**src/rtl/alarm_stream_pkg.sv**
```systemverilog
// alarm_stream_pkg: shared state enum, default widths and FIFO entry type for the alarm ROM streamer
package alarm_stream_pkg;
  typedef enum logic [1:0] {IDLE, RUN, DRAIN, FLUSH} stream_state_t;
  localparam int ALARM_ADDR_W = 15;
  localparam int ALARM_DATA_W = 32;
  localparam int ALARM_MEM_WORDS = 20480;
  typedef struct packed {
    logic [ALARM_DATA_W-1:0] data;
    logic last;
  } fifo_entry_t;
endpackage

```
**src/rtl/alarm_stream_fifo.sv**
```systemverilog
// alarm_stream_fifo: synchronous first-word-fall-through FIFO with clear and occupancy
module alarm_stream_fifo
  import alarm_stream_pkg::*;
#(
  parameter int DEPTH = 4
) (
  input  logic                     clk,
  input  logic                     reset,
  input  logic                     push,
  input  logic                     pop,
  input  logic                     clear,
  input  fifo_entry_t              wdata,
  output fifo_entry_t              rdata,
  output logic                     valid,
  output logic [$clog2(DEPTH):0]   occupancy
);
  localparam int AW = $clog2(DEPTH);
  fifo_entry_t mem [DEPTH];
  logic [AW-1:0] wptr, rptr;
  logic pop_ok;
  assign valid = occupancy != '0;
  assign pop_ok = pop && valid;
  assign rdata = valid ? mem[rptr] : '0;
  always_ff @(posedge clk) begin
    if (reset || clear) begin
      wptr <= '0;
      rptr <= '0;
      occupancy <= '0;
    end else begin
      if (push) begin
        mem[wptr] <= wdata;
        wptr <= wptr + AW'(1);
      end
      if (pop_ok) rptr <= rptr + AW'(1);
      occupancy <= occupancy + (AW+1)'(push) - (AW+1)'(pop_ok);
    end
  end
endmodule

```
**src/rtl/alarm_rom_streamer.sv**
```systemverilog
// alarm_rom_streamer: credit-managed ROM block reader to valid/ready stream; looping passes built only with ALARM_STREAMER_LOOP_EN
module alarm_rom_streamer
  import alarm_stream_pkg::*;
#(
  parameter int ADDR_W     = ALARM_ADDR_W,
  parameter int DATA_W     = ALARM_DATA_W,
  parameter int MEM_WORDS  = ALARM_MEM_WORDS,
  parameter int FIFO_DEPTH = 4,
  parameter int CNT_W      = 16
) (
  input  logic              clk,
  input  logic              reset,
  input  logic              start,
  input  logic              stop,
  input  logic [ADDR_W-1:0] start_addr,
  input  logic [CNT_W-1:0]  word_count,
  input  logic              loop,
  output logic              busy,
  output logic              done,
  output logic [ADDR_W-1:0] mem_address,
  output logic              mem_chipselect,
  input  logic [DATA_W-1:0] mem_readdata,
  output logic [DATA_W-1:0] st_data,
  output logic              st_valid,
  input  logic              st_ready,
  output logic              st_last
);
  localparam int OW = $clog2(FIFO_DEPTH) + 1;
  stream_state_t state, state_next;
  logic [ADDR_W-1:0] base, addr, next_addr;
  logic [CNT_W-1:0] total, remain;
  logic [OW-1:0] occ;
  logic outstanding, out_last, zero_done, pop, credit, issue, final_issue, loop_en, drained, accept;
  fifo_entry_t wentry, rentry;
`ifdef ALARM_STREAMER_LOOP_EN
  logic loop_q;
  always_ff @(posedge clk) loop_q <= reset ? 1'b0 : accept ? loop : loop_q;
  assign loop_en = loop_q;
`else
  logic unused_loop;
  assign unused_loop = loop;
  assign loop_en = 1'b0;
`endif
  assign accept = state == IDLE && start;
  assign pop = st_valid && st_ready;
  assign credit = int'(occ) + int'(outstanding) - int'(pop) < FIFO_DEPTH;
  assign issue = state == RUN && !stop && remain != '0 && credit;
  assign final_issue = issue && remain == CNT_W'(1);
  assign drained = !outstanding && occ == OW'(pop);
  assign next_addr = addr == ADDR_W'(MEM_WORDS - 1) ? '0 : addr + ADDR_W'(1);
  assign mem_chipselect = issue;
  assign mem_address = addr;
  assign busy = state != IDLE;
  assign done = zero_done || (state == DRAIN && drained && !stop) || state == FLUSH;
  assign wentry = '{data: mem_readdata, last: out_last};
  assign st_data = rentry.data;
  assign st_last = rentry.last;
  always_ff @(posedge clk) state <= reset ? IDLE : state_next;
  always_comb begin
    state_next = stop && state != IDLE ? FLUSH :
                 state == IDLE  ? (accept && word_count != '0 ? RUN : IDLE) :
                 state == RUN   ? (final_issue && !loop_en ? DRAIN : RUN) :
                 state == DRAIN ? (drained ? IDLE : DRAIN) : IDLE;
  end
  always_ff @(posedge clk) begin
    if (reset) begin
      base <= '0;
      addr <= '0;
      total <= '0;
      remain <= '0;
      outstanding <= 1'b0;
      out_last <= 1'b0;
      zero_done <= 1'b0;
    end else begin
      zero_done <= accept && word_count == '0;
      outstanding <= issue;
      out_last <= final_issue;
      if (accept) begin
        base <= start_addr;
        addr <= start_addr;
        total <= word_count;
        remain <= word_count;
      end else if (issue) begin
        addr <= final_issue && loop_en ? base : next_addr;
        remain <= final_issue && loop_en ? total : remain - CNT_W'(1);
      end
    end
  end
  alarm_stream_fifo #(.DEPTH(FIFO_DEPTH)) u_fifo (
    .clk(clk),
    .reset(reset),
    .push(outstanding),
    .pop(pop),
    .clear(stop && state != IDLE),
    .wdata(wentry),
    .rdata(rentry),
    .valid(st_valid),
    .occupancy(occ)
  );
endmodule
```
**config.mk**
```make
export PLATFORM = sky130hd
export DESIGN_NAME = alarm_rom_streamer
export DESIGN_NICKNAME = d
export VERILOG_FILES = /design/src/rtl/alarm_stream_pkg.sv /design/src/rtl/alarm_stream_fifo.sv /design/src/rtl/alarm_rom_streamer.sv
export SDC_FILE = /design/constraint.sdc
export NUM_CORES = 1
export LEC_CHECK = 0
export CORE_ASPECT_RATIO = 1.25
export CORE_MARGIN = 3
export CORE_UTILIZATION = 40
export DETAILED_ROUTE_END_ITERATION = 12
export GPL_TIMING_DRIVEN = 0
export PLACE_DENSITY_LB_ADDON = 0.1
export SYNTH_ARGS = -nofsm -noshare
export SYNTH_HDL_FRONTEND = slang
export SYNTH_SLANG_ARGS = --single-unit
```
**constraint.sdc**
```tcl
create_clock -name clk -period 10.5 [get_ports clk]
set_clock_uncertainty 0.1 [all_clocks]
set_input_delay 2.1 -clock clk [delete_from_list [all_inputs] [get_ports clk]]
set_output_delay 2.1 -clock clk [all_outputs]
set_load 0.01 [all_outputs]
```
# Word-level counts from Yosys, hierarchy flattened

Memories as Yosys holds them, arrays and structs flattened. A register that Yosys moved wholly into a read port is not among the register bits.
Index checks and enable logic that the tools add are counted.

Output and inout port bits: 52
Memories: 1
Register bits: 43
Memory bits (writable): 132

Mux-type cells: 18
Add/subtract/negate cells: 8
Equality and inequality tests: 6
Order comparisons: 1
Reductions and logical operators: 25

Memories:

| name       | depth | bits a word | read ports | clocked after memory_dff | write ports | RTL line                | RTL |
|---|---|---|---|---|---|---|---|
| u_fifo.mem | 4     | 33          | 1          | 1                        | 1           | alarm_stream_fifo.sv:18 | `fifo_entry_t mem [DEPTH];` |

Operator list:

| operator                                                                      | number |
|---|---|
| 15-bit two-way mux                                                            | 3 |
| 33-bit two-way mux                                                            | 1 |
| 16-bit two-way mux                                                            | 2 |
| 16-bit nonzero test                                                           | 2 |
| 16-bit by 1-bit equality test with 1-bit output (second input constant)       | 1 |
| 16-bit logical NOT                                                            | 1 |
| 2-bit two-way mux                                                             | 8 |
| 16-bit by 1-bit subtractor with 16-bit output (second input constant)         | 1 |
| 15-bit by 1-bit adder with 15-bit output (second input constant)              | 1 |
| 15-bit equality test (second input constant)                                  | 1 |
| 1-bit logical AND                                                             | 13 |
| 5-bit by 4-bit less-than comparator with 1-bit output (second input constant) | 1 |
| 4-bit by 1-bit subtractor with 5-bit output                                   | 1 |
| 2-bit by 1-bit adder with 2-bit output (second input constant)                | 2 |
| 3-bit by 1-bit adder with 4-bit output                                        | 1 |
| 2-bit equality test (second input constant)                                   | 2 |
| 1-bit two-way mux                                                             | 4 |
| 2-bit nonzero test                                                            | 2 |
| 3-bit by 1-bit adder with 3-bit output                                        | 1 |
| 3-bit by 1-bit equality test with 1-bit output                                | 1 |
| 1-bit logical OR                                                              | 3 |
| 3-bit nonzero test                                                            | 1 |
| 3-bit by 1-bit subtractor with 3-bit output                                   | 1 |
| 2-bit by 1-bit equality test with 1-bit output (second input constant)        | 1 |
| other kinds (2)                                                               | 3 |

# Longest topological paths before layout

Depth after elaboration: 10
Depth in mapped cells: 14
Depth with buffers taken out: 13

# By module

Synthesis repeated with hierarchy kept, for this count alone.

Cells, all modules: 537
Area total of the unflattened synthesis: 7,835.0 um^2

Modules (own cells, without submodules):

| module             | times used | sequential area each (um^2) | area each (um^2) | cells each |
|---|---|---|---|---|
| alarm_stream_fifo  | 1          | 4,144.0                     | 5,515.3          | 256 |
| alarm_rom_streamer | 1          | 720.7                       | 2,319.7          | 281 |

# Worst setup path before layout

No wires, ideal clock.

Path kind: input to output
Start: input port st_ready
End: output port mem_chipselect
Buffers on the path: 0
Setup slack: 3.989 ns
Stages on the path: 11
Data arrival time: 4.311 ns
Cells stage by stage: and2_1 ha_1 inv_1 ha_1 inv_1 fa_1 or3_1 o221a_2 a21oi_1 nand2_1 inv_2

Cells in the longest elaborated chain, start to end: 4

Ends and longest elaborated chain:

| item                                                  | RTL line                 | RTL |
|---|---|---|
| start, declared                                       | alarm_rom_streamer.sv:25 | `input logic st_ready,` |
| 1-bit logical AND                                     | alarm_rom_streamer.sv:45 | `assign pop = st_valid && st_ready;` |
| 4-bit by 1-bit subtractor with 5-bit output           | alarm_rom_streamer.sv:46 | `assign credit = int'(occ) + int'(outstanding) - int'(pop) < FIFO_DEPTH;` |
| 5-bit by 4-bit less-than comparator with 1-bit output | alarm_rom_streamer.sv:46 |  |
| 1-bit logical AND                                     | alarm_rom_streamer.sv:47 | `assign issue = state == RUN && !stop && remain != '0 && credit;` |
| end, declared                                         | alarm_rom_streamer.sv:21 | `output logic mem_chipselect,` |

Every way passes these cells.

# Worst setup path in the final report

Same ends and word-level chain as after synthesis.

==> out/qor_table.md <==
| Quantity | Reported |
|---|---|
| Latest clock arrival within the worst-skew pair | 0.43 ns |
| Buffer count from post-CTS setup fixing | 0 |
| Detailed placer's ending HPWL | 14.0 mm |
| Kind of capture point of the worst setup path | primary output |
| # setup viols final | 0 |
| Fill cells | 1676 |
| Top cell type's share of synthesized area | 49.8% |
| Setup TNS after final layout | 0 ns |
| Count of boundary I/O pins | 121 |
| Total length of routed met3 wires | 1.13 mm |
| Number of antenna cells inserted | 0 |
| Maximum fanout along the worst path | 7 |
| Via count normalized by instance count | 5.57 |
| Cell Rows | 57 |
| Pwr dens | 216 nW/um^2 |
| Die Span X | 132 um |
| Share of synthesized flip-flops with an asynchronous set or reset | 0% |
| Syn_nets | 664 |
| Run status | complete, no violations |
| Remaining global-route overflow | 0 |
| Maximum number of pins on one net before global-route repair | 20 |
| Number of antenna-violating nets in the routed design | 0 |
| Headroom to the max-slew limit | 12.3% |
| Main synth FF type | sky130_fd_sc_hd__edfxtp_1 |
| Hold buffer count at cts | 0 |
| Drt drc | 0 |
| Instance count of the mapped netlist | 581 |
| Total length of routed wires | 20.0 mm |
| DR iter-0 viols | 396 |
| First-pass GRT wire length | 31.7 mm |
| Metal1 wirelength | 8.18 mm |
| CTS buffer count | 17 |
| Final Critical Period | 7.91 ns |
| Area Growth Syn to Fin | 28.0% |
| Post-Syn Area | 7950 um^2 |
| Critical setup path kind | in2out |
| Initial antenna violation count | 1 |
| Count of warnings emitted by yosys | 0 |
| Detail-routed net length per standard cell | 20.0 um |
| Met2 layer wire length in the routed design | 10.4 mm |
| Area taken by flip-flops and latches | 4860 um^2 |
| Required time of the critical path | 8.30 ns |
| Measured slew at the worst slew-check pin | 1.31 ns |
| Clock sink count | 177 |
| # port buffers | 119 |
| Max layer used | met5 |
| Pwr Total | 2200 uW |
| GRT Resource Usage Total | 18.8% |
| DR vias | 5576 |
| Share of cells above drive strength 1 | 12.8% |
| Count of maximum capacitance violations | 0 |
| Critical path data arrival time | 5.71 ns |
| Starting density of the core | 40.8% |
| Clock-pin slew reported for the worst setup and hold paths after clock tree synthesis | 0.07 ns |
| DR pass1 iterations | 5 |
| Clock tree from TritonCTS | built |
| Worst min path class | reg2reg |
| Max Buffers Root-to-Sink | 2 |
| Fraction of the cycle the final worst path needs | 75.3% |
| Hold Fails Final Rpt | 0 |
| Number of flip-flops and latches in the synthesized netlist | 177 |
| Fin nets | 806 |
| CTS H-tree depth | 4 |
| Floorplan Core Area | 19500 um^2 |
| Final number of max-transition violations | 0 |
| Most common library cell in the layout ignoring fill and taps | sky130_fd_sc_hd__edfxtp_1 |
| Die height | 164 um |
| Cell type with the highest aggregate area in the netlist | sky130_fd_sc_hd__edfxtp_1 |
| Area taken by multi-input logic gates | 2850 um^2 |
| Leakage power of the design | 0.00331 uW |
| Peak ir drop on the vdd network | 0.101 mV |
| Most area-consuming cells after synthesis | sky130_fd_sc_hd__edfxtp_1, sky130_fd_sc_hd__dfxtp_1, sky130_fd_sc_hd__mux4_2, sky130_fd_sc_hd__and2_1, sky130_fd_sc_hd__ha_1 |
| Most frequent cells in the layout | sky130_fd_sc_hd__edfxtp_1, sky130_fd_sc_hd__clkdlybuf4s50_1, sky130_fd_sc_hd__dfxtp_1, sky130_fd_sc_hd__nor2_1, sky130_fd_sc_hd__and2_1 |
| Max frequency | 0.126 GHz |
| Gp weighted congestion | 0.916 |
| Setup repair after global routing missed its margin | no |
| Element type at the critical path start | primary input |
| Die Footprint | 21600 um^2 |
| Cell chosen for the clock root | sky130_fd_sc_hd__clkbuf_16 |
| Final cell count without fillers | 1001 |
| Distinct cell type count of the synthesized netlist | 70 |
| Vias in the first global route | 5827 |
| Share of the yosys chip area belonging to registers | 61.2% |
| Mean post-synth cell area | 13.7 um^2 |
| Number of enable-type register cells in the synthesized netlist | 132 |
| CTS-repair resized insts | 0 |
| Placed cell count | 969 |
[worst paths after layout]
kind / startpoint / end / slack (ns) / cells after the start
hold / removal: out_last / u_fifo.mem[0][0] / 0.42 / 0
setup reg to reg: u_fifo.occupancy[1] / remain[8] / 6.15 / 14
hold reg to reg: out_last / u_fifo.mem[0][0] / 0.42 / 0
setup / recovery: st_ready / mem_chipselect / 2.59 / 13
[logic make-up after synthesis]
group	share of synthesized area, %
mux	9.72
xor+xnor	0.661
flops	61.2
simple gates	14.7
buf+inv	3.05
fa+ha+maj	2.30
compound gates	8.35
[area by class of cell]
type / count / share of cell area (%)
sequential: 177 / 47.8
inverter: 25 / 0.922
multi-input combinational: 346 / 28.0
buffer: 33 / 1.46
clock inverter: 15 / 1.61
clock buffer: 17 / 4.18
tap: 265 / 3.26
timing repair buffer: 123 / 12.8
[cells in the mapped netlist, drive strengths merged (4+ instances only)]
cell type / n
a211oi: 4
a21oi: 12
a311oi: 13
a31o: 4
a31oi: 5
and2: 37
and3: 12
buf: 7
clkbuf: 26
dfxtp: 45
edfxtp: 132
ha: 13
inv: 25
mux4: 33
nand2: 18
nand3: 24
nand4: 13
nand4b: 4
nor2: 41
nor3: 11
nor4: 18
o211ai: 5
o21ai: 8
o31ai: 7
o41ai: 4
or3: 5
or4: 9
[sequential cells by signal (all words and copies together), names as in the netlist, named ones only]
signal / cells
outstanding: 1
u_fifo.rptr: 2
zero_done: 1
out_last: 1
u_fifo.occupancy: 3
state: 2
mem_address: 15
u_fifo.wptr: 2
remain: 16
u_fifo.mem: 132
[metrics by stage]
step	instance area [um^2]	setup WS, ns	util [%]	hold slack [ns]
2_1_floorplan	7950	3.99	-	0.338
3_3_place_gp	9480	2.60	48.7	0.357
3_5_place_dp	9590	2.60	49.3	0.403
4_1_cts	10200	2.58	52.3	0.415
5_1_grt	10200	2.37	52.3	0.430
6_report	10200	2.59	52.3	0.419
[per-layer routing]
| metal | vias to the layer above | GRT usage [%] |
|---|---|---|
| met1 | 2748 | 23.1 |
| li1 | 2582 | - |
| met2 | 212 | 32.5 |
| met4 | 2 | 7.59 |
| met3 | 32 | 4.22 |
| met5 | - | 0 |
[critical path, cell delays in order]
cell and delay (ns):
sky130_fd_sc_hd__clkdlybuf4s50_1 0.48, sky130_fd_sc_hd__and2_1 0.20, sky130_fd_sc_hd__ha_1 0.25, sky130_fd_sc_hd__inv_1 0.07
sky130_fd_sc_hd__ha_1 0.16, sky130_fd_sc_hd__inv_1 0.06, sky130_fd_sc_hd__fa_1 0.45, sky130_fd_sc_hd__or3_1 0.37
sky130_fd_sc_hd__o221a_2 0.29, sky130_fd_sc_hd__a21oi_1 0.26, sky130_fd_sc_hd__nand2_1 0.30, sky130_fd_sc_hd__inv_2 0.15
sky130_fd_sc_hd__clkdlybuf4s50_1 0.56
[where the power goes]
group	leakage (uW)	internal, uW	switching, uW
Clock	0.000289	320	303
Combinational	0.00146	360	384
Sequential	0.00156	791	45.1
Note: power is estimated with default switching activity, not from simulation.
